<file path="config.mk">
export PLATFORM = sky130hd
export DESIGN_NAME = md_unit_flat
export DESIGN_NICKNAME = d
export VERILOG_FILES = /design/src/rtl/md_unit_if.sv /design/src/rtl/md_unit.sv /design/src/flat_wrapper.sv
export SDC_FILE = /design/constraint.sdc
export NUM_CORES = 1
export LEC_CHECK = 0
export CORE_UTILIZATION = 35
export CTS_CLUSTER_DIAMETER = 100
export DETAILED_ROUTE_END_ITERATION = 12
export GPL_ROUTABILITY_DRIVEN = 0
export PLACE_DENSITY_LB_ADDON = 0.12
export SLEW_MARGIN = 20
export SYNTH_ARGS = -nofsm -noshare
export SYNTH_HDL_FRONTEND = slang
export SYNTH_SLANG_ARGS = --single-unit
</file>
<file path="constraint.sdc">
create_clock -name Clk -period 3.9 [get_ports Clk]
set_clock_uncertainty 0.1 [all_clocks]
set_input_delay 0.78 -clock Clk [delete_from_list [all_inputs] [get_ports Clk]]
set_output_delay 0.78 -clock Clk [all_outputs]
set_load 0.02 [all_outputs]
</file>
<file path="src/rtl/md_unit_if.sv">
// Handshake/bus bundle between the control path and the multiply/divide unit.
interface md_unit_if #(
  parameter int unsigned WIDTH = 32
);
  logic             Start;
  logic [1:0]       Op;
  logic [WIDTH-1:0] A;
  logic [WIDTH-1:0] B;
  logic             Wr_Hi;
  logic             Wr_Lo;
  logic             Busy;
  logic             Done;
  logic [WIDTH-1:0] Hi;
  logic [WIDTH-1:0] Lo;

  // Requester side: issues operations and MTHI/MTLO writes, observes results.
  modport master (
    output Start, Op, A, B, Wr_Hi, Wr_Lo,
    input  Busy, Done, Hi, Lo
  );

  // Unit side.
  modport slave (
    input  Start, Op, A, B, Wr_Hi, Wr_Lo,
    output Busy, Done, Hi, Lo
  );
endinterface

</file>
<file path="src/rtl/md_unit.sv">
// Iterative 32-step multiply/divide unit with HI/LO result registers.
// Operands are reduced to magnitudes on entry, iterated unsigned, and
// sign-corrected in a final FIX cycle before HI/LO are written.
module md_unit #(
  parameter int unsigned WIDTH = 32,
  parameter int unsigned CNT_W = 6
) (
  input  logic     Clk,
  input  logic     Clr,
  md_unit_if.slave bus
);

  typedef enum logic [1:0] {
    S_IDLE = 2'd0,
    S_RUN  = 2'd1,
    S_FIX  = 2'd2
  } state_t;

  localparam int unsigned ACC_W = 2 * WIDTH;

  state_t             r_state;
  logic               r_is_div;   // Op[1] of the running operation
  logic [WIDTH-1:0]   r_a_mag;
  logic [WIDTH-1:0]   r_b_mag;
  logic [WIDTH-1:0]   r_a_raw;    // original dividend, returned on divide by zero
  logic               r_div0;
  logic               r_neg_p;
  logic               r_neg_q;
  logic               r_neg_r;
  logic [CNT_W-1:0]   r_cnt;
  logic [ACC_W-1:0]   r_acc;      // multiply accumulator {high, multiplier/low}
  logic [WIDTH-1:0]   r_rem;      // divide partial remainder
  logic [WIDTH-1:0]   r_quo;      // dividend shifting out / quotient shifting in
  logic [WIDTH-1:0]   r_hi;
  logic [WIDTH-1:0]   r_lo;
  logic               r_busy;
  logic               r_done;

  // Operand magnitudes and result signs, evaluated on the request cycle.
  logic               w_signed;
  logic               w_a_neg;
  logic               w_b_neg;
  logic [WIDTH-1:0]   w_a_mag;
  logic [WIDTH-1:0]   w_b_mag;

  assign w_signed = bus.Op[0];
  assign w_a_neg  = w_signed & bus.A[WIDTH-1];
  assign w_b_neg  = w_signed & bus.B[WIDTH-1];
  assign w_a_mag  = w_a_neg ? (WIDTH'(0) - bus.A) : bus.A;
  assign w_b_mag  = w_b_neg ? (WIDTH'(0) - bus.B) : bus.B;

  // Shift-add multiply step: conditionally add multiplicand to the high half, shift right.
  logic [WIDTH:0]     w_addend;
  logic [WIDTH:0]     w_mul_sum;
  logic [ACC_W-1:0]   w_acc_next;

  assign w_addend   = r_acc[0] ? {1'b0, r_a_mag} : (WIDTH + 1)'(0);
  assign w_mul_sum  = {1'b0, r_acc[ACC_W-1:WIDTH]} + w_addend;
  assign w_acc_next = {w_mul_sum, r_acc[WIDTH-1:1]};

  // Restoring divide step: the WIDTH+1-bit shifted partial remainder is trial-subtracted.
  logic [WIDTH:0]     w_div_shift;
  logic               w_div_ge;
  logic [WIDTH-1:0]   w_div_sub;
  logic [WIDTH-1:0]   w_rem_next;

  assign w_div_shift = {r_rem, r_quo[WIDTH-1]};
  assign w_div_ge    = (w_div_shift >= {1'b0, r_b_mag});
  assign w_div_sub   = WIDTH'(w_div_shift - {1'b0, r_b_mag});
  assign w_rem_next  = w_div_ge ? w_div_sub : w_div_shift[WIDTH-1:0];

  // Sign-corrected results consumed in FIX.
  logic [ACC_W-1:0]   w_prod;
  logic [WIDTH-1:0]   w_quo_fix;
  logic [WIDTH-1:0]   w_rem_fix;

  assign w_prod    = r_neg_p ? (ACC_W'(0) - r_acc) : r_acc;
  assign w_quo_fix = r_neg_q ? (WIDTH'(0) - r_quo) : r_quo;
  assign w_rem_fix = r_neg_r ? (WIDTH'(0) - r_rem) : r_rem;

  // Control FSM, iteration datapath and HI/LO registers.
  always_ff @(posedge Clk) begin
    if (Clr) begin
      r_state  <= S_IDLE;
      r_is_div <= 1'b0;
      r_a_mag  <= '0;
      r_b_mag  <= '0;
      r_a_raw  <= '0;
      r_div0   <= 1'b0;
      r_neg_p  <= 1'b0;
      r_neg_q  <= 1'b0;
      r_neg_r  <= 1'b0;
      r_cnt    <= '0;
      r_acc    <= '0;
      r_rem    <= '0;
      r_quo    <= '0;
      r_hi     <= '0;
      r_lo     <= '0;
      r_busy   <= 1'b0;
      r_done   <= 1'b0;
    end else begin
      r_done <= 1'b0;
      unique case (r_state)
        S_IDLE: begin
          if (bus.Start) begin
            // Start takes priority over MTHI/MTLO in the same cycle.
            r_is_div <= bus.Op[1];
            r_a_mag  <= w_a_mag;
            r_b_mag  <= w_b_mag;
            r_a_raw  <= bus.A;
            r_div0   <= (bus.B == WIDTH'(0));
            r_neg_p  <= w_a_neg ^ w_b_neg;
            r_neg_q  <= w_a_neg ^ w_b_neg;
            r_neg_r  <= w_a_neg;
            r_cnt    <= '0;
            r_acc    <= {WIDTH'(0), w_b_mag};
            r_rem    <= '0;
            r_quo    <= w_a_mag;
            r_busy   <= 1'b1;
            r_state  <= S_RUN;
          end else begin
            if (bus.Wr_Hi) r_hi <= bus.A;
            if (bus.Wr_Lo) r_lo <= bus.A;
          end
        end

        S_RUN: begin
          if (r_is_div) begin
            r_rem <= w_rem_next;
            r_quo <= {r_quo[WIDTH-2:0], w_div_ge};
          end else begin
            r_acc <= w_acc_next;
          end
          if (r_cnt == CNT_W'(WIDTH - 1)) begin
            r_state <= S_FIX;
          end else begin
            r_cnt <= r_cnt + CNT_W'(1);
          end
        end

        S_FIX: begin
          if (!r_is_div) begin
            r_hi <= w_prod[ACC_W-1:WIDTH];
            r_lo <= w_prod[WIDTH-1:0];
          end else if (r_div0) begin
            r_hi <= r_a_raw;
            r_lo <= '1;
          end else begin
            r_hi <= w_rem_fix;
            r_lo <= w_quo_fix;
          end
          r_busy  <= 1'b0;
          r_done  <= 1'b1;
          r_state <= S_IDLE;
        end

        default: begin
          r_busy  <= 1'b0;
          r_state <= S_IDLE;
        end
      endcase
    end
  end

  assign bus.Busy = r_busy;
  assign bus.Done = r_done;
  assign bus.Hi   = r_hi;
  assign bus.Lo   = r_lo;

endmodule

</file>
<file path="src/flat_wrapper.sv">
// flat-port wrapper written by rule: the top's interface ports become plain ports
module md_unit_flat 
#(
  parameter int unsigned WIDTH = 32,
  parameter int unsigned CNT_W = 6
)
  (Clk, Clr, bus_Start, bus_Op, bus_A, bus_B, bus_Wr_Hi, bus_Wr_Lo, bus_Busy, bus_Done, bus_Hi, bus_Lo);
  md_unit_if #(.WIDTH(WIDTH)) bus_i ();
  input  logic Clk;
  input  logic Clr;
  input wire logic [$bits(bus_i.Start)-1:0] bus_Start;
  input wire logic [$bits(bus_i.Op)-1:0] bus_Op;
  input wire logic [$bits(bus_i.A)-1:0] bus_A;
  input wire logic [$bits(bus_i.B)-1:0] bus_B;
  input wire logic [$bits(bus_i.Wr_Hi)-1:0] bus_Wr_Hi;
  input wire logic [$bits(bus_i.Wr_Lo)-1:0] bus_Wr_Lo;
  output wire logic [$bits(bus_i.Busy)-1:0] bus_Busy;
  output wire logic [$bits(bus_i.Done)-1:0] bus_Done;
  output wire logic [$bits(bus_i.Hi)-1:0] bus_Hi;
  output wire logic [$bits(bus_i.Lo)-1:0] bus_Lo;
  assign bus_i.Start = bus_Start;
  assign bus_i.Op = bus_Op;
  assign bus_i.A = bus_A;
  assign bus_i.B = bus_B;
  assign bus_i.Wr_Hi = bus_Wr_Hi;
  assign bus_i.Wr_Lo = bus_Wr_Lo;
  assign bus_Busy = bus_i.Busy;
  assign bus_Done = bus_i.Done;
  assign bus_Hi = bus_i.Hi;
  assign bus_Lo = bus_i.Lo;
  md_unit #(.WIDTH(WIDTH), .CNT_W(CNT_W)) u_core (.Clk(Clk), .Clr(Clr), .bus(bus_i));
endmodule
</file>
==> results.md <==
- Status: finished, final reports clean
- Post-synth top area share: 0.3050
- Area Overhead vs Synth: 20.13%
- I/O pin cnt: 137
- CP top delay family: simple AND/OR/NAND/NOR gates
- Synth Area in XOR/XNOR: 0.1011
- Fill cells: 5,637
- HP Start: u_core.r_a_mag[28]
- Worst setup SP type: flop
- Largest family of logic cells by synthesized area: compound AO/OA/AOI/OAI gates
- Port bufs: between 100 and 150
- ANT nets after route: 0
- Detailed Route Iter0 Violations: 1,952
- Grt ovf: 0
- Worst Path Arrival: 4.08 ns
- Max-slew headroom: 0.3617
- Post-DR vias/cell: 5.832
- Number of diodes: 0
- Crit. End Element: flop
- Hold Vio Cnt, Final: 0
- Worst path cell trace: or4_1 -> or4_1 -> nor3_1 -> buf_4 -> nand4_2 -> o41ai_1 -> buf_4 -> xor2_1 -> o221ai_1 -> nor2_1 -> nor3_1
- # H-tree levels: 2
- Initial Util: 0.3565
- Vias in the first global route: around 19,000
- Multiplexer area fraction after synthesis: 0.02141
- Syn Std Cell Area: between 0.015 and 0.02 sq mm
- Hold endpoint: u_core.r_a_mag[28]
- Final Cycle Share: 0.9585
- Die area: approximately 0.057 sq mm
- Clk buf depth: 3
- Crit path kind: flop to flop
- DRT Wirelength: 81.15 mm
- Slowest stage delay, CP: around 0.62 ns
- Max Slew Vio Count: 0
- Clock transition at path regs: 0.06 ns
- Worst Hold Depth: 2
- Sum Neg Setup Slack: 0 ns
- Gr usage total: 0.2774
- Setup Viol. Count Final: 0
- Synth Area in Simple Gates: 0.2093
- Syn_area_per_cell: 7.587 sq um
- Peak Freq: 0.2675 GHz
- Post-CTS resize count: 0
- Worst R2R Start: u_core.r_acc[7]
- Synth Area in Adders: 0.04636
- Core Area: 0.05542 sq mm
- Sequential fraction of the synthesis area: 0.3050
- Cells after Synth: about 2,600
- Final net count: 2,861
- CP Buf/Inv Count: 2
- Setup bufs post-CTS: 0
- Synth Net Count: 2,747
- Share of layout cells above drive strength 1: 0.08118
- Clock sinks: between 300 and 400
- Max_cap viols: 0
- Remaining DRCs: 0
- Initial antenna violation count: 1
- R2r setup slk: 0.16 ns
- Max FO, Critical Path: 7
- Largest net degree at the start of global routing: 130
- Fin crit period: 3.738 ns
- CP required: 4.25 ns
- Root Buffer: clkbuf_16
- Hold WC Path Type: flop to flop
- EDFF count, synth: 0
- Synth cell count leaders: nor2_1 (313), dfxtp_1 (301), nand2_1 (278)
- Synth top area cells: dfxtp_1 (31%), xnor2_1 (6.5%), nor2_1 (5.9%)
- Routed wire per std cell: 23.22 microns
- Leading area contributor after synthesis: dfxtp_1
- Register Area: 0.006032 sq mm
- Netlist cell types: 76
- Clock Latency Late Sink: 0.58 ns
- RSZ-0062 raised after global routing: false
- Hold buffer count at CTS: 0
- Layout Cells excl Fill: 3,495
- Total number of vias: 20,382
- Die Y: 239.6 microns
- Synth Register Bits: 301
- Top FF cell, synth: dfxtp_1
- Dpl cells: 3,426
- CTS tree: built
- Count leader, synth: nor2_1
- R2R Path End: u_core.bus.Hi[21]
- Worst slew pin tran: about 0.96 ns
- Slowest CP cell: or4_1
- First-pass GRT wire length: 120.2 mm
- Cts bufs inserted: 38
- Worst Reg2Reg Path Length in Cells: 11
- Placed wire-length estimate: roughly 61 mm
- Final Core Density: 0.4283
- Die X: 239.6 microns
- FP Rows: 86
- Synth warnings: 0
- Compound-cell area share of the yosys netlist: 0.2680
- Worst IR Drop VDD: 0.2823 mV
- Async set-reset flop share out of synthesis: 0
- Multi-input gate area: 0.01283 sq mm
- Static leakage power: 8.878 nW
- Power per cell area: 387.5 mW/mm^2
- DR pass1 iterations: 6
placed cells by master, fill, tap and decap left out, types with 22 or more instances in the layout:
| cell type | n |
|---|---|
| o41ai_1 | 32 |
| nor3_1 | 57 |
| buf_4 | 117 |
| dfxtp_1 | 298 |
| a21oi_1 | 224 |
| clkbuf_16 | 39 |
| nand3_1 | 46 |
| o22ai_1 | 22 |
| ha_1 | 70 |
| xnor2_1 | 146 |
| or3_1 | 30 |
| a211oi_1 | 110 |
| a311oi_1 | 22 |
| a31oi_1 | 22 |
| nor2_1 | 310 |
| or4_1 | 23 |
| mux2i_1 | 40 |
| xor2_1 | 82 |
| nand2_1 | 278 |
| clkdlybuf4s50_1 | 135 |
| inv_1 | 72 |
| o31ai_1 | 48 |
| and2_1 | 40 |
| o21ai_0 | 136 |
stage by stage:
| stage | setup slack (ns) | total power [mW] | area [sq um] | hold slack [ns] |
|---|---|---|---|---|
| global placement | -0.1759 | 5.412 | 22410 | 0.3397 |
| floorplan | 0.2717 | 4.641 | 19760 | 0.3154 |
| finish | 0.1620 | 9.195 | 23730 | 0.3526 |
| CTS | 0.1666 | 9.225 | 23720 | 0.3534 |
| global route | 0.003701 | 9.552 | 23730 | 0.3704 |
| detailed placement | -0.1600 | 5.433 | 22410 | 0.3443 |
sequential cells by signal, indices dropped and copies added, names as in the netlist:
name             count
u_core.r_cnt         6
u_core.r_b_mag      32
u_core.r_acc        64
u_core.r_is_div      1
u_core.bus.Done      1
u_core.r_state       2
u_core.bus.Hi       32
u_core.r_div0        1
u_core.r_a_mag      31
u_core.r_rem        32
u_core.r_neg_r       1
u_core.bus.Lo       32
u_core.r_neg_p       1
u_core.r_a_raw      32
u_core.r_quo        32
u_core.bus.Busy      1
layer usage:
| metal | vias up | part of all wire | GRT usage |
|---|---|---|---|
| met5 | - | 0.00079 | 0.006061 |
| met3 | 139 | 0.064 | 0.04091 |
| met4 | 4 | 0.038 | 0.1051 |
| met2 | 755 | 0.45 | 0.4431 |
| met1 | 9805 | 0.45 | 0.3744 |
| li1 | 9679 | - | - |
cells by family (layout without fill, tap and decap cells):
logic type               count (synthesis)  count (layout)
buffers and inverters                  257             400
flip-flops                             301             301
XOR/XNOR                               228             228
multiplexers                            42              42
AND/OR/NAND/NOR                        899             899
AO/OA/AOI/OAI                          805             805
adder cells (fa/ha/maj)                 72              72
where the power goes:
| group | leakage (nW) | total [mW] | internal, mW | switching [mW] |
|---|---|---|---|---|
| combinational | 5.77 | 1.91 | 0.729 | 1.18 |
| sequential | 2.47 | 3.49 | 3.27 | 0.224 |
| clock | 0.644 | 3.79 | 2.28 | 1.51 |
worst register-to-register path, delay by kind of cell (launching register included):
family / cells / cell delay [ns]
AO/OA/AOI/OAI: 2 / 0.64
XOR/XNOR: 1 / 0.31
buffers and inverters: 2 / 0.38
flip-flops: 1 / 0.37
AND/OR/NAND/NOR: 6 / 1.81
worst max path at each step:
| stage | from | endpoint | slack (ns) | cells past startpoint |
|---|---|---|---|---|
| CTS | u_core.r_acc[7] | u_core.bus.Hi[26] | 0.17 | 10 |
| finish | u_core.r_acc[7] | u_core.bus.Hi[21] | 0.16 | 11 |
| detailed placement | bus_A[7] | u_core.r_quo[28] | -0.16 | 9 |
| floorplan | bus_A[8] | u_core.r_quo[29] | 0.27 | 10 |
| global placement | bus_A[7] | u_core.r_quo[26] | -0.18 | 10 |
| global route | u_core.r_acc[7] | u_core.bus.Hi[21] | 0.004 | 11 |
cell type report:
type | count | area share
Clock buffer | 58 | 0.04792
Clock inverter | 11 | 0.007434
Tap cell | 748 | 0.03943
Sequential cell | 301 | 0.2542
Multi-Input combinational cell | 2046 | 0.5408
Timing Repair Buffer | 258 | 0.09875
Inverter | 73 | 0.01155
No activity file was read; power rests on OpenSTA's default activity.
